[src/rtl/ps2_pkg.sv]
// Shared types, constants and scan-code lookup
// for the PS/2 key event controller.
package ps2_pkg;

   typedef enum logic [1:0] {
      IDLE,
      EXT,
      BRK,
      EXT_BRK
   } ps2_state_e;

   localparam logic [7:0] PS2_EXT  = 8'hE0;
   localparam logic [7:0] PS2_BRK  = 8'hF0;
   localparam int         NUM_KEYS = 12;

   localparam logic [7:0] KEY_CODES [NUM_KEYS] = '{
      8'h15, 8'h1C, 8'h1D, 8'h1B,
      8'h24, 8'h23, 8'h2D, 8'h2B,
      8'h2C, 8'h34, 8'h35, 8'h33
   };

   typedef struct packed {
      logic       vld;
      logic [3:0] idx;
   } key_hit_t;

   function automatic key_hit_t code_to_idx(
      input logic [7:0] code
   );
      key_hit_t h;
      h = '0;
      for (int i = 0; i < NUM_KEYS; i++) begin
         if (code == KEY_CODES[i]) begin
            h.vld = 1'b1;
            h.idx = 4'(i);
         end
      end
      return h;
   endfunction

endpackage

[src/rtl/ps2_evt_fifo.sv]
// First-word-fall-through event FIFO with flush;
// head reads as zero while empty.
module ps2_evt_fifo #(
   parameter int DEPTH = 4,
   parameter int WIDTH = 5
) (
   input  logic             CLK,
   input  logic             RST_N,
   input  logic             flush,
   input  logic             push,
   input  logic             pop,
   input  logic [WIDTH-1:0] wr_data,
   output logic [WIDTH-1:0] rd_data,
   output logic             full,
   output logic             empty
);

   localparam int AW = $clog2(DEPTH);
   localparam int CW = AW + 1;

   logic [WIDTH-1:0] mem [DEPTH];
   logic [AW-1:0]    wr_ptr;
   logic [AW-1:0]    rd_ptr;
   logic [CW-1:0]    count;
   logic             do_push;
   logic             do_pop;

   assign empty   = (count == '0);
   assign full    = (count == CW'(DEPTH));
   assign do_pop  = pop & ~empty;
   assign do_push = push & (~full | do_pop);
   assign rd_data = empty ? '0 : mem[rd_ptr];

   // storage, pointers (natural power-of-two wrap) and occupancy
   always_ff @(posedge CLK or negedge RST_N) begin
      if (!RST_N) begin
         for (int i = 0; i < DEPTH; i++) mem[i] <= '0;
         wr_ptr <= '0;
         rd_ptr <= '0;
         count  <= '0;
      end else if (flush) begin
         wr_ptr <= '0;
         rd_ptr <= '0;
         count  <= '0;
      end else begin
         if (do_push) begin
            mem[wr_ptr] <= wr_data;
            wr_ptr      <= wr_ptr + AW'(1);
         end
         if (do_pop) rd_ptr <= rd_ptr + AW'(1);
         if (do_push && !do_pop)
            count <= count + CW'(1);
         else if (do_pop && !do_push)
            count <= count - CW'(1);
      end
   end

endmodule

[src/rtl/ps2_key_event_ctrl.sv]
// PS/2 scan-byte sequencer: prefix FSM, key state,
// prefix timeout, error count and event FIFO.
module ps2_key_event_ctrl
   import ps2_pkg::*;
#(
   parameter int FIFO_DEPTH  = 4,
   parameter int TIMEOUT_CYC = 250000,
   parameter bit REPEAT_EN   = 1'b0
) (
   input  logic        CLK,
   input  logic        RST_N,
   input  logic        CLEAR,
   input  logic        RX_VALID,
   input  logic [7:0]  RX_DATA,
   input  logic        RX_ERR,
   output logic        EVT_VALID,
   input  logic        EVT_READY,
   output logic [3:0]  EVT_KEY,
   output logic        EVT_MAKE,
   output logic [11:0] KEY_STATE,
   output logic        OVERFLOW,
   output logic [7:0]  ERR_CNT
);

   localparam int TW =
      (TIMEOUT_CYC > 2) ? $clog2(TIMEOUT_CYC) : 1;

   ps2_state_e  state_q, state_d;
   logic [TW-1:0] tmo_q;
   logic [11:0] key_q, key_d;
   logic        ovf_q;
   logic [7:0]  err_q;
   logic        push;
   logic [4:0]  push_data;
   logic        pop;
   logic        full;
   logic        empty;
   logic        tmo_hit;
   key_hit_t    hit;

   assign hit     = code_to_idx(RX_DATA);
   assign tmo_hit = (state_q != IDLE) &&
                    (tmo_q == TW'(TIMEOUT_CYC - 1));
   assign pop     = ~empty & EVT_READY;

   // prefix decode, key state update and event generation
   always_comb begin
      state_d   = state_q;
      key_d     = key_q;
      push      = 1'b0;
      push_data = {hit.idx, 1'b1};
      if (RX_VALID && RX_ERR) begin
         state_d = IDLE;
      end else if (RX_VALID) begin
         unique case (state_q)
            IDLE: begin
               if (RX_DATA == PS2_EXT) begin
                  state_d = EXT;
               end else if (RX_DATA == PS2_BRK) begin
                  state_d = BRK;
               end else if (hit.vld) begin
                  if (!key_q[hit.idx]) begin
                     key_d[hit.idx] = 1'b1;
                     push           = 1'b1;
                  end else begin
                     push = REPEAT_EN;
                  end
               end
            end
            EXT: begin
               state_d = (RX_DATA == PS2_BRK) ?
                         EXT_BRK : IDLE;
            end
            BRK: begin
               state_d = IDLE;
               if (hit.vld && key_q[hit.idx]) begin
                  key_d[hit.idx] = 1'b0;
                  push           = 1'b1;
                  push_data      = {hit.idx, 1'b0};
               end
            end
            EXT_BRK: state_d = IDLE;
            default: state_d = IDLE;
         endcase
      end else if (tmo_hit) begin
         state_d = IDLE;
      end
   end

   // state, key bitmap, timeout, overflow and error registers
   always_ff @(posedge CLK or negedge RST_N) begin
      if (!RST_N) begin
         state_q <= IDLE;
         key_q   <= '0;
         tmo_q   <= '0;
         ovf_q   <= 1'b0;
         err_q   <= '0;
      end else if (CLEAR) begin
         state_q <= IDLE;
         key_q   <= '0;
         tmo_q   <= '0;
         ovf_q   <= 1'b0;
         err_q   <= '0;
      end else begin
         state_q <= state_d;
         key_q   <= key_d;
         if (push && full && !pop) ovf_q <= 1'b1;
         if (RX_VALID && RX_ERR && err_q != 8'hFF)
            err_q <= err_q + 8'd1;
         if (RX_VALID || state_q == IDLE || tmo_hit)
            tmo_q <= '0;
         else
            tmo_q <= tmo_q + TW'(1);
      end
   end

   ps2_evt_fifo #(
      .DEPTH (FIFO_DEPTH),
      .WIDTH (5)
   ) u_fifo (
      .CLK     (CLK),
      .RST_N   (RST_N),
      .flush   (CLEAR),
      .push    (push),
      .pop     (pop),
      .wr_data (push_data),
      .rd_data ({EVT_KEY, EVT_MAKE}),
      .full    (full),
      .empty   (empty)
   );

   assign EVT_VALID = ~empty;
   assign KEY_STATE = key_q;
   assign OVERFLOW  = ovf_q;
   assign ERR_CNT   = err_q;

endmodule

[config.mk]
export PLATFORM = sky130hd
export DESIGN_NAME = ps2_key_event_ctrl
export DESIGN_NICKNAME = d
export VERILOG_FILES = /design/src/rtl/ps2_pkg.sv /design/src/rtl/ps2_evt_fifo.sv /design/src/rtl/ps2_key_event_ctrl.sv
export SDC_FILE = /design/constraint.sdc
export NUM_CORES = 1
export LEC_CHECK = 0
export CAP_MARGIN = 20
export CORE_MARGIN = 5
export CORE_UTILIZATION = 35
export CTS_BUF_LIST = sky130_fd_sc_hd__clkbuf_8
export DETAILED_ROUTE_END_ITERATION = 8
export PLACE_DENSITY_LB_ADDON = 0.3
export SKIP_LAST_GASP = 1
export SYNTH_ARGS = -nofsm -noshare
export SYNTH_HDL_FRONTEND = slang
export SYNTH_SLANG_ARGS = --single-unit
[constraint.sdc]
create_clock -name CLK -period 3.91 [get_ports CLK]
set_input_delay 0.391 -clock CLK [delete_from_list [all_inputs] [get_ports CLK]]
set_output_delay 0.391 -clock CLK [all_outputs]
set_load 0.01 [all_outputs]
=== Yosys cells after proc, flatten, opt, wreduce, memory -nomap -nowiden ===
Cells that the tools add are included.

* Register bits: 68
* Latch bits: 0
* RAM bits: 0
* Bits in read-only memories: 0
* Bits of input ports: 14
* Output and inout bits: 27
* Logic and storage cells: 157
* Memories kept: 0

* Add/sub/neg operators: 6
* $mul: 0
* Div/mod/pow operators: 0
* Magnitude comparators: 5
* Eq/ne operators: 27
* Shift operators: 0
* Muxes and demuxes: 65
* Bitwise logic cells: 12
* Reductions and logical operators: 30

{| class="wikitable"
|+ Operators by type and width
! cell !! count
|-
| $mux 12 || 8
|-
| $mux 5 || 16
|-
| $eq 8x6->1 const B || 8
|-
| $mux 18 || 2
|-
| $eq 8x5->1 const B || 4
|-
| $pmux 12 s2 || 1
|-
| $mux 2 || 11
|-
| $bwmux 20 || 1
|-
| $add 18x1->18 const B || 1
|-
| $eq 18x18->1 const B || 1
|-
| $eq 8x8->1 const B || 2
|-
| $mux 8 || 2
|-
| $mux 1 || 15
|-
| $ne 3x3->1 const B || 5
|-
| $and 12x12->12 || 1
|-
| $not 12->12 || 1
|-
| $or 12x12->12 || 1
|-
| $reduce_bool 2->1 || 6
|-
| $bmux 5 s2 || 1
|-
| $demux 5 s2 || 1
|-
| $logic_and 1x1->1 || 10
|-
| $mux 3 || 3
|-
| $add 8x1->8 const B || 1
|-
| $ne 8x8->1 const B || 1
|-
| 29 further kinds || 42
|}

=== Depth between registers and ports, before layout ===
Gate-level depths: netlist of run 1.

* Depth after elaboration: 28
* Gate-level depth with buffers: 17
* Mapped depth without buffers: 12

=== Modules after synthesis ===
From an unflattened synthesis of run 1, not the netlist that was laid out.

* Cells, all modules: 412
* Area total of the unflattened synthesis: 4170.2 µm²

{| class="wikitable"
|+ Modules (own cells, without submodules)
! module !! times used !! cells each !! area an instance (µm²) !! seq. area each (µm²)
|-
| ps2_key_event_ctrl || 1 || 296 || 2627.5 || 1026.0
|-
| ps2_evt_fifo || 1 || 116 || 1542.7 || 675.6
|}

=== Least setup slack after synthesis of run 1 ===
No wires, ideal clock.

* Kind: input -> register
* Start: input RX_DATA[1]
* End: register u_fifo.count[2]
* Library setup time: 82 ps
* Data arrival time: 3597 ps
* Data required time: 3828 ps
* Setup slack: 231 ps
* Stages on the path: 16
* Path buffers: 5
* Cells stage by stage: buf_6 -> nand2b_4 -> buf_6 -> o311ai_4 -> and2_1 -> buf_6 -> a2111oi_2 -> nor4_2 -> o211a_4 -> and2_4 -> buf_6 -> clkbuf_1 -> nor3_1 -> fa_1 -> or4_1 -> a31oi_1

* Cells in the longest elaborated chain, start to end: 25

{| class="wikitable"
|+ Ends and longest elaborated chain
! what !! RTL line !! RTL
|-
| start: declaration || ps2_key_event_ctrl.sv:14 || <nowiki>input logic [7:0] RX_DATA,</nowiki>
|-
| $eq 8x5->1 || ps2_pkg.sv:33 || <nowiki>if (code == KEY_CODES[i]) begin</nowiki>
|-
| $mux 5 (11 in series) || ps2_pkg.sv:33 ||
|-
| $bmux 1 s4 || ps2_key_event_ctrl.sv:62, ps2_key_event_ctrl.sv:76 ||
|-
| $mux 1 (implied by the code) || ps2_key_event_ctrl.sv:62, ps2_key_event_ctrl.sv:76 ||
|-
| $mux 1 || ps2_key_event_ctrl.sv:62 || <nowiki>if (!key_q[hit.idx]) begin</nowiki>
|-
| $mux 1 || ps2_key_event_ctrl.sv:61 || <nowiki>end else if (hit.vld) begin</nowiki>
|-
| $mux 1 || ps2_key_event_ctrl.sv:59 || <nowiki>end else if (RX_DATA == PS2_BRK) begin</nowiki>
|-
| $mux 1 || ps2_key_event_ctrl.sv:57 || <nowiki>if (RX_DATA == PS2_EXT) begin</nowiki>
|-
| $pmux 1 s2 * || ps2_key_event_ctrl.sv:55 || <nowiki>unique case (state_q)</nowiki>
|-
| $mux 1 * || ps2_key_event_ctrl.sv:54 || <nowiki>end else if (RX_VALID) begin</nowiki>
|-
| $mux 1 * || ps2_key_event_ctrl.sv:52 || <nowiki>if (RX_VALID && RX_ERR) begin</nowiki>
|-
| $and 1x1->1 * || ps2_evt_fifo.sv:31 || <nowiki>assign do_push = push & (~full | do_pop);</nowiki>
|-
| $logic_and 1x1->1 or $logic_not 1->1 (tied branches) || ps2_evt_fifo.sv:51, ps2_evt_fifo.sv:53 ||
|-
| $mux 3 or $logic_and 1x1->1 (tied branches) || ps2_evt_fifo.sv:51, ps2_evt_fifo.sv:53 ||
|-
| $mux 3 or $reduce_bool 3->1 (tied branches) || -- ||
|-
| end signal: assignment || ps2_evt_fifo.sv:52 || <nowiki>count <= count + CW'(1);</nowiki>
|-
| end signal: assignment || ps2_evt_fifo.sv:54 || <nowiki>count <= count - CW'(1);</nowiki>
|-
| end: declaration || ps2_evt_fifo.sv:24 || <nowiki>logic [CW-1:0] count;</nowiki>
|}

Every way passes the cells marked *; elsewhere a longest branch is shown, timed or not. The select of a mux whose other input is x is not followed.
A chain may end at the register's enable or synchronous reset.

=== Worst setup path in the final report of run 1 ===
* Start: input RX_DATA[5]
* End: register u_fifo.count[2]

Same word-level chain as after synthesis.

==> run_results.csv, run 1 <==
group,metric,value,unit
clock_tree,cts_buffers,9,
drt,remaining_drc_errors,0,
yosys,synth_most_common_cell,"dfrtp_1",
yosys,synth_top_cell_by_area,"dfrtp_1",
timing,slew_headroom,0.441,
yosys,synth_fp_nets,425,
global_route,antenna_found_initial,0,
yosys,synth.yosys.seq_area_share,0.413,
power,leakage,2.00,nW
place,globalplace.congestion,0.915,
yosys,ys_warn_count,0,
final_layout,fin_nets,473,
global_route,grt_overflow,0,
place,dp_hpwl,7.00,mm
clock_tree,cts_tree,"yes",
yosys,netlist_instances,404,
yosys,synth_cell_types,69,
status,status,"finished, final reports clean",
yosys,netlist_top_cells_area,"dfrtp_1 (41%), mux2_2 (4.9%), nor2_1 (4.9%)",
worst_setup_path,cp-start-kind,"input port",
drt,drtAntennaViolNets,0,
clock_tree,cts_root_buf,"clkbuf_8",
place,portBuffers,40,
final_layout,multi_input_comb_area,2230,sq um
clock_tree,cts-resized-gates,0,
yosys,synth.avg_cell_area,10.2,sq um
final_layout,fillers,1088,
drt,viasPerCell,5.31,
drt,num_vias,3187,
global_route,grt_max_degree,36,
timing,final-hold-violation-count,0,
power,peakVddDrop,0.181,mV
timing,fmax,286,MHz
yosys,synth.top_cell.area_share,0.413,
worst_hold_path,hold_path.class,"in2async",
timing,period_share,0.894,
drt,wl_per_cell,15.9,um
clock_tree,post_cts_buffers,0,
floorplan,die_h,119,um
final_layout,fin_util,0.429,
floorplan,rows,39,
run,cap_violations,0,
yosys,ys_ff_latch,68,
clock_tree,clkSlewWorstSetupHoldPaths,70,ps
yosys,synth_area,4120,sq um
worst_setup_path,arrival,3770,ps
timing,fin_crit,3490,ps
drt,drt_iter0_drc,158,
final_layout,n_antenna_cell,0,
power,power.density,329,nW/um^2
global_route,track_usage,0.139,
clock_tree,clkSinkCount,68,
final_layout,drive_above_1_share,0.199,
clock_tree,h-tree-depth,3,
global_route,grt_pass1_vias,3184,
timing,finClkSkew,14.6,ps
final_layout,ff_latch_area,1700,sq um
yosys,async_reset_ff_frac,1.00,
final_layout,synthToLayoutAreaGrowth,19.5,%
floorplan,ioPinCount,41,
clock_tree,postCtsHoldBufs,0,
floorplan,die_area,14000,sq um
yosys,synthTopCellsByCount,"dfrtp_1 (68), nor2_1 (54), nand2_1 (24), nand3_1 (24), mux2_2 (18)",
drt,wl,9.54,mm
clock_tree,clk_latency,350,ps
worst_setup_path,required,4180,ps
timing,finalSetupViolCount,0,
clock_tree,cts_buffer_depth,2,
timing,fin_tns_setup,0,ps
worst_setup_path,path_max_fanout,10,
yosys,synth-main-ff-cell,"dfrtp_1",
yosys,synth-edff-count,0,
worst_setup_path,worstSetupEndpointType,"flip-flop",
floorplan,core-area,11500,sq um
timing,rsz0062_at_grt,"no",
global_route,grt_pass1_wl,16.1,mm
drt,firstDrtPassIters,4,
floorplan,die_x,119,um
floorplan,initial_utilization,0.360,
worst_setup_path,path_class,"in2reg",
timing,worstMarginPinSlew,838,ps
timing,maxSlewViolCount,0,
## placed cells by master, fill, tap and decap left out, drive strengths merged, types with 6 or more instances in the layout
cell type / synthesis / routed
and2: 12 / 12
a211oi: 7 / 7
clkdlybuf4s50: 0 / 39
and3: 8 / 8
clkbuf: 14 / 11
nor2: 54 / 54
inv: 12 / 13
buf: 12 / 24
nor4b: 9 / 9
ha: 6 / 6
nand3: 24 / 24
xor2: 17 / 17
mux2: 23 / 23
nor3: 6 / 6
o21ai: 10 / 10
nand4: 10 / 10
dfrtp: 68 / 68
xnor2: 11 / 11
a21oi: 13 / 13
nand2: 25 / 25
## registers in the layout, summed over array words and instances, names as in the netlist
signal         count
u_fifo.rd_ptr      2
KEY_STATE         12
u_fifo.mem        20
ERR_CNT            8
state_q            2
u_fifo.count       3
u_fifo.wr_ptr      2
OVERFLOW           1
tmo_q             18
## critical path, stage by stage
cell	delay [ps]
clkdlybuf4s50_1	540
buf_4	220
xnor2_1	140
mux2i_1	260
and2_4	270
a2111oi_2	70
nor4_2	380
o211a_4	220
and2_4	140
nor3_1	50
fa_1	430
or4_1	490
a31oi_1	170
## area by class of cell
class / instances / area share
timing repair buffer: 63 / 0.115
tap: 143 / 0.0363
sequential: 68 / 0.346
inverter: 12 / 0.00915
multi-input combinational: 298 / 0.452
clock inverter: 5 / 0.0104
clock buffer: 11 / 0.0307
## layer usage
metal | wire length (um) | vias up | GRT usage | share of wire
met5 | 0 | - | 0 | 0
met4 | 86 | 0 | 0.0354 | 0.0090
met3 | 462 | 7 | 0.0406 | 0.048
met2 | 4520 | 63 | 0.226 | 0.47
met1 | 4470 | 1578 | 0.182 | 0.47
li1 | - | 1539 | - | -
## kinds of logic after synthesis
logic type,count (synthesis),synth area share
and+or+nand+nor,174,0.245
DFF,68,0.413
AOI/OAI and AO/OA,57,0.107
buffers and inverters,38,0.0482
muxes,32,0.104
xor gates and xnor gates,28,0.0595
adders and majority gates,7,0.0231
## report_power, final
part	switching [mW]	total (mW)	internal (mW)	leakage (nW)
clock network	0.269	0.594	0.325	0.107
logic	0.146	0.271	0.125	0.950
registers	0.0328	0.755	0.722	0.947
## worst paths after layout
path | startpoint | to | slack (ps) | cells after the start
setup / recovery | RX_DATA[5] | u_fifo.count[2] | 420 | 13
hold / removal | RST_N | ERR_CNT[5] | 130 | 1
setup reg to reg | KEY_STATE[3] | u_fifo.count[2] | 1070 | 10
hold reg to reg | tmo_q[0] | tmo_q[0] | 490 | 1
max in group asynchronous | RST_N | u_fifo.count[1] | 2810 | 2
min in group CLK | tmo_q[0] | tmo_q[0] | 490 | 1
## per-stage QoR
step	hold slack [ps]	power [mW]	worst slack, ps	area (sq um)	instances
floorplan	95.4	0.939	231	4120	404
global placement	469	1.04	212	4720	584
detailed placement	481	1.04	81.7	4720	584
CTS	159	1.64	460	4920	600
global route	194	1.70	257	4920	600
finish	134	1.62	415	4920	600
Power figures use the tool's default switching activity.
==> run 2, diff against run 1 <==
--- a/config.mk
+++ b/config.mk
@@ -6,6 +6,7 @@
 export NUM_CORES = 1
 export LEC_CHECK = 0
 export CAP_MARGIN = 20
+export CORE_ASPECT_RATIO = 1.4
 export CORE_MARGIN = 5
 export CORE_UTILIZATION = 35
 export CTS_BUF_LIST = sky130_fd_sc_hd__clkbuf_8
==> run 2 against run 1 <==
Compared with the run above: register-to-register slack lost 80 ps; flip-flop and latch count is the same; combinational power shrank 1%; via count grew 0.56%; critical path depth shrank 1; first-iteration DRC count grew 2.5%; clock skew shrank 11 ps; critical endpoint unchanged; worst hold slack gained 54 ps; sequential share of layout area is essentially flat; setup slack lost 37 ps; critical path type unchanged.
==> run_results.csv, run 2 (synthesis results as in run 1) <==
group,metric,value,unit
timing,final-hold-violation-count,0,
worst_setup_path,critPathTopFamily,"simple AND/OR/NAND/NOR gates",
worst_setup_path,crit_buf_inv,1,
timing,fin_tns_setup,0,ps
timing,fmax,283,MHz
final_layout,fin_nets,477,
final_layout,finish.instance_area,4920,sq um
clock_tree,cts_buffer_depth,2,
final_layout,largest_register,"u_fifo.mem",
power,power.density,308,nW/um^2
worst_setup_path,crit_start,"RX_DATA[2]",
floorplan,die_x,102,um
drt,drtAntennaViolNets,0,
floorplan,rows,47,
global_route,grt_pass1_vias,3290,
drt,top_layer,"met4",
global_route,grt_max_degree,42,
worst_hold_path,hold_path.class,"in2async",
drt,viasPerCell,5.27,
worst_setup_path,cp-start-kind,"input port",
global_route,antenna_found_initial,0,
worst_setup_path,path_max_fanout,8,
power,peakVddDrop,0.130,mV
timing,finClkSkew,3.96,ps
worst_setup_path,cpPeakStageDelay,640,ps
floorplan,ioPinCount,41,
place,dp_hpwl,7.24,mm
final_layout,synthToLayoutAreaGrowth,19.3,%
drt,wl_per_cell,15.7,um
drt,wl_met3,269,um
drt,drt_iter0_drc,162,
final_layout,fin_util,0.420,
place,portBuffers,40,
clock_tree,clkSinkCount,68,
floorplan,core-area,11700,sq um
timing,maxSlewViolCount,0,
timing,fin_crit,3530,ps
clock_tree,postCtsHoldBufs,0,
floorplan,die_h,138,um
floorplan,initial_utilization,0.352,
timing,finalSetupViolCount,0,
clock_tree,cts_buffers,9,
run,cap_violations,0,
worst_setup_path,worstSetupEndpointType,"flip-flop",
worst_setup_path,arrival,3800,ps
clock_tree,cts-resized-gates,0,
clock_tree,clkSlewWorstSetupHoldPaths,70,ps
global_route,track_usage,0.143,
global_route,grt_overflow,0,
place,post_dp_cell_area,4760,sq um
final_layout,layout_commonest_cell,"dfrtp_1",
clock_tree,cts_tree,"yes",
final_layout,drive_above_1_share,0.200,
worst_setup_path,rr_endpoint,"u_fifo.count[2]",
timing,rsz0062_at_grt,"no",
global_route,grt_pass1_wl,16.1,mm
final_layout,n_antenna_cell,0,
worst_setup_path,reg2reg_depth,10,
drt,wl,9.57,mm
drt,num_vias,3205,
worst_setup_path,crit_slowest_cell,"clkdlybuf4s50_1",
worst_setup_path,required,4180,ps
power,leakage,2.02,nW
clock_tree,cts_root_buf,"clkbuf_8",
power,total_power,1.51,mW
timing,slew_headroom,0.372,
clock_tree,clk_latency,340,ps
drt,remaining_drc_errors,0,
drt,dr_wl_met2,4.80,mm
worst_setup_path,ff2ff_setup_slack,990,ps
place,globalplace.congestion,0.879,
clock_tree,h-tree-depth,3,
worst_setup_path,path_class,"in2reg",
final_layout,largest_reg_flops,20,
timing,period_share,0.903,
final_layout,final_cell_mix,"dfrtp_1 (68), nor2_1 (54), clkdlybuf4s50_1 (39), buf_4 (27)",
floorplan,die_area,14100,sq um
final_layout,fillers,1099,
worst_setup_path,crit_chain,"clkdlybuf4s50_1 > xor2_1 > and3_4 > mux2_2 > o32ai_1 > a22oi_1 > nand3_1 > and2_4 > nor3_1 > fa_1 > or4_1 > a31oi_1",
status,status,"finished, final reports clean",
worst_setup_path,reg2reg_from,"KEY_STATE[3]",
clock_tree,post_cts_buffers,0,
timing,worstMarginPinSlew,941,ps
drt,wl_met1,4.06,mm
drt,firstDrtPassIters,4,
[run 2: changes by cell type in the layout (fill, tap and decap cells not counted)]
cell	delta
buf_4	+4
clkbuf_8	-1
clkinvlp_4	-1
inv_1	+3
bufinv_16	-1
[run 2: worst max path at each step]
stage                                 end  cells past startpoint
after floorplan           u_fifo.count[2]                     16
after global placement    u_fifo.count[2]                     12
after detailed placement  u_fifo.count[2]                     12
after CTS                 u_fifo.count[2]                     12
after global routing      u_fifo.count[2]                     14
final                     u_fifo.count[2]                     12
[run 2: where the power goes]
| part | switching, mW | internal [mW] | total, mW |
|---|---|---|---|
| Sequential | 0.0313 | 0.722 | 0.753 |
| Clock | 0.256 | 0.236 | 0.492 |
| Combinational | 0.141 | 0.127 | 0.267 |
[run 2: final cells by class]
cell class / count / area (sq um) / share of cell area
clock buffer: 10 / 138 / 0.0280
timing repair buffer: 67 / 598 / 0.122
multi-input combinational: 298 / 2230 / 0.453
tap: 147 / 184 / 0.0374
inverter: 12 / 45.0 / 0.00916
sequential: 68 / 1700 / 0.346
clock inverter: 6 / 25.0 / 0.00509
[run 2: metal layers]
metal,up-vias,global-route usage
li1,1544,-
met1,1576,0.170
met2,57,0.240
met3,28,0.0186
met4,0,0.0826
met5,-,0
[run 2: per-stage QoR]
step	hold WS, ps	setup slack [ps]	instances
CTS	199	410	608
global route	263	238	608
detailed placement	482	41.3	592
global placement	479	80.3	592
finish	188	378	608
floorplan	95.4	231	404
[run 2: worst reg2reg max path: cells and delay by family (launching register included)]
kind | cells | cell delay (ps)
AO/OA/AOI/OAI | 3 | 730
flip-flops | 1 | 440
multiplexers | 1 | 260
AND/OR/NAND/NOR | 5 | 1010
adder cells (fa/ha/maj) | 1 | 420
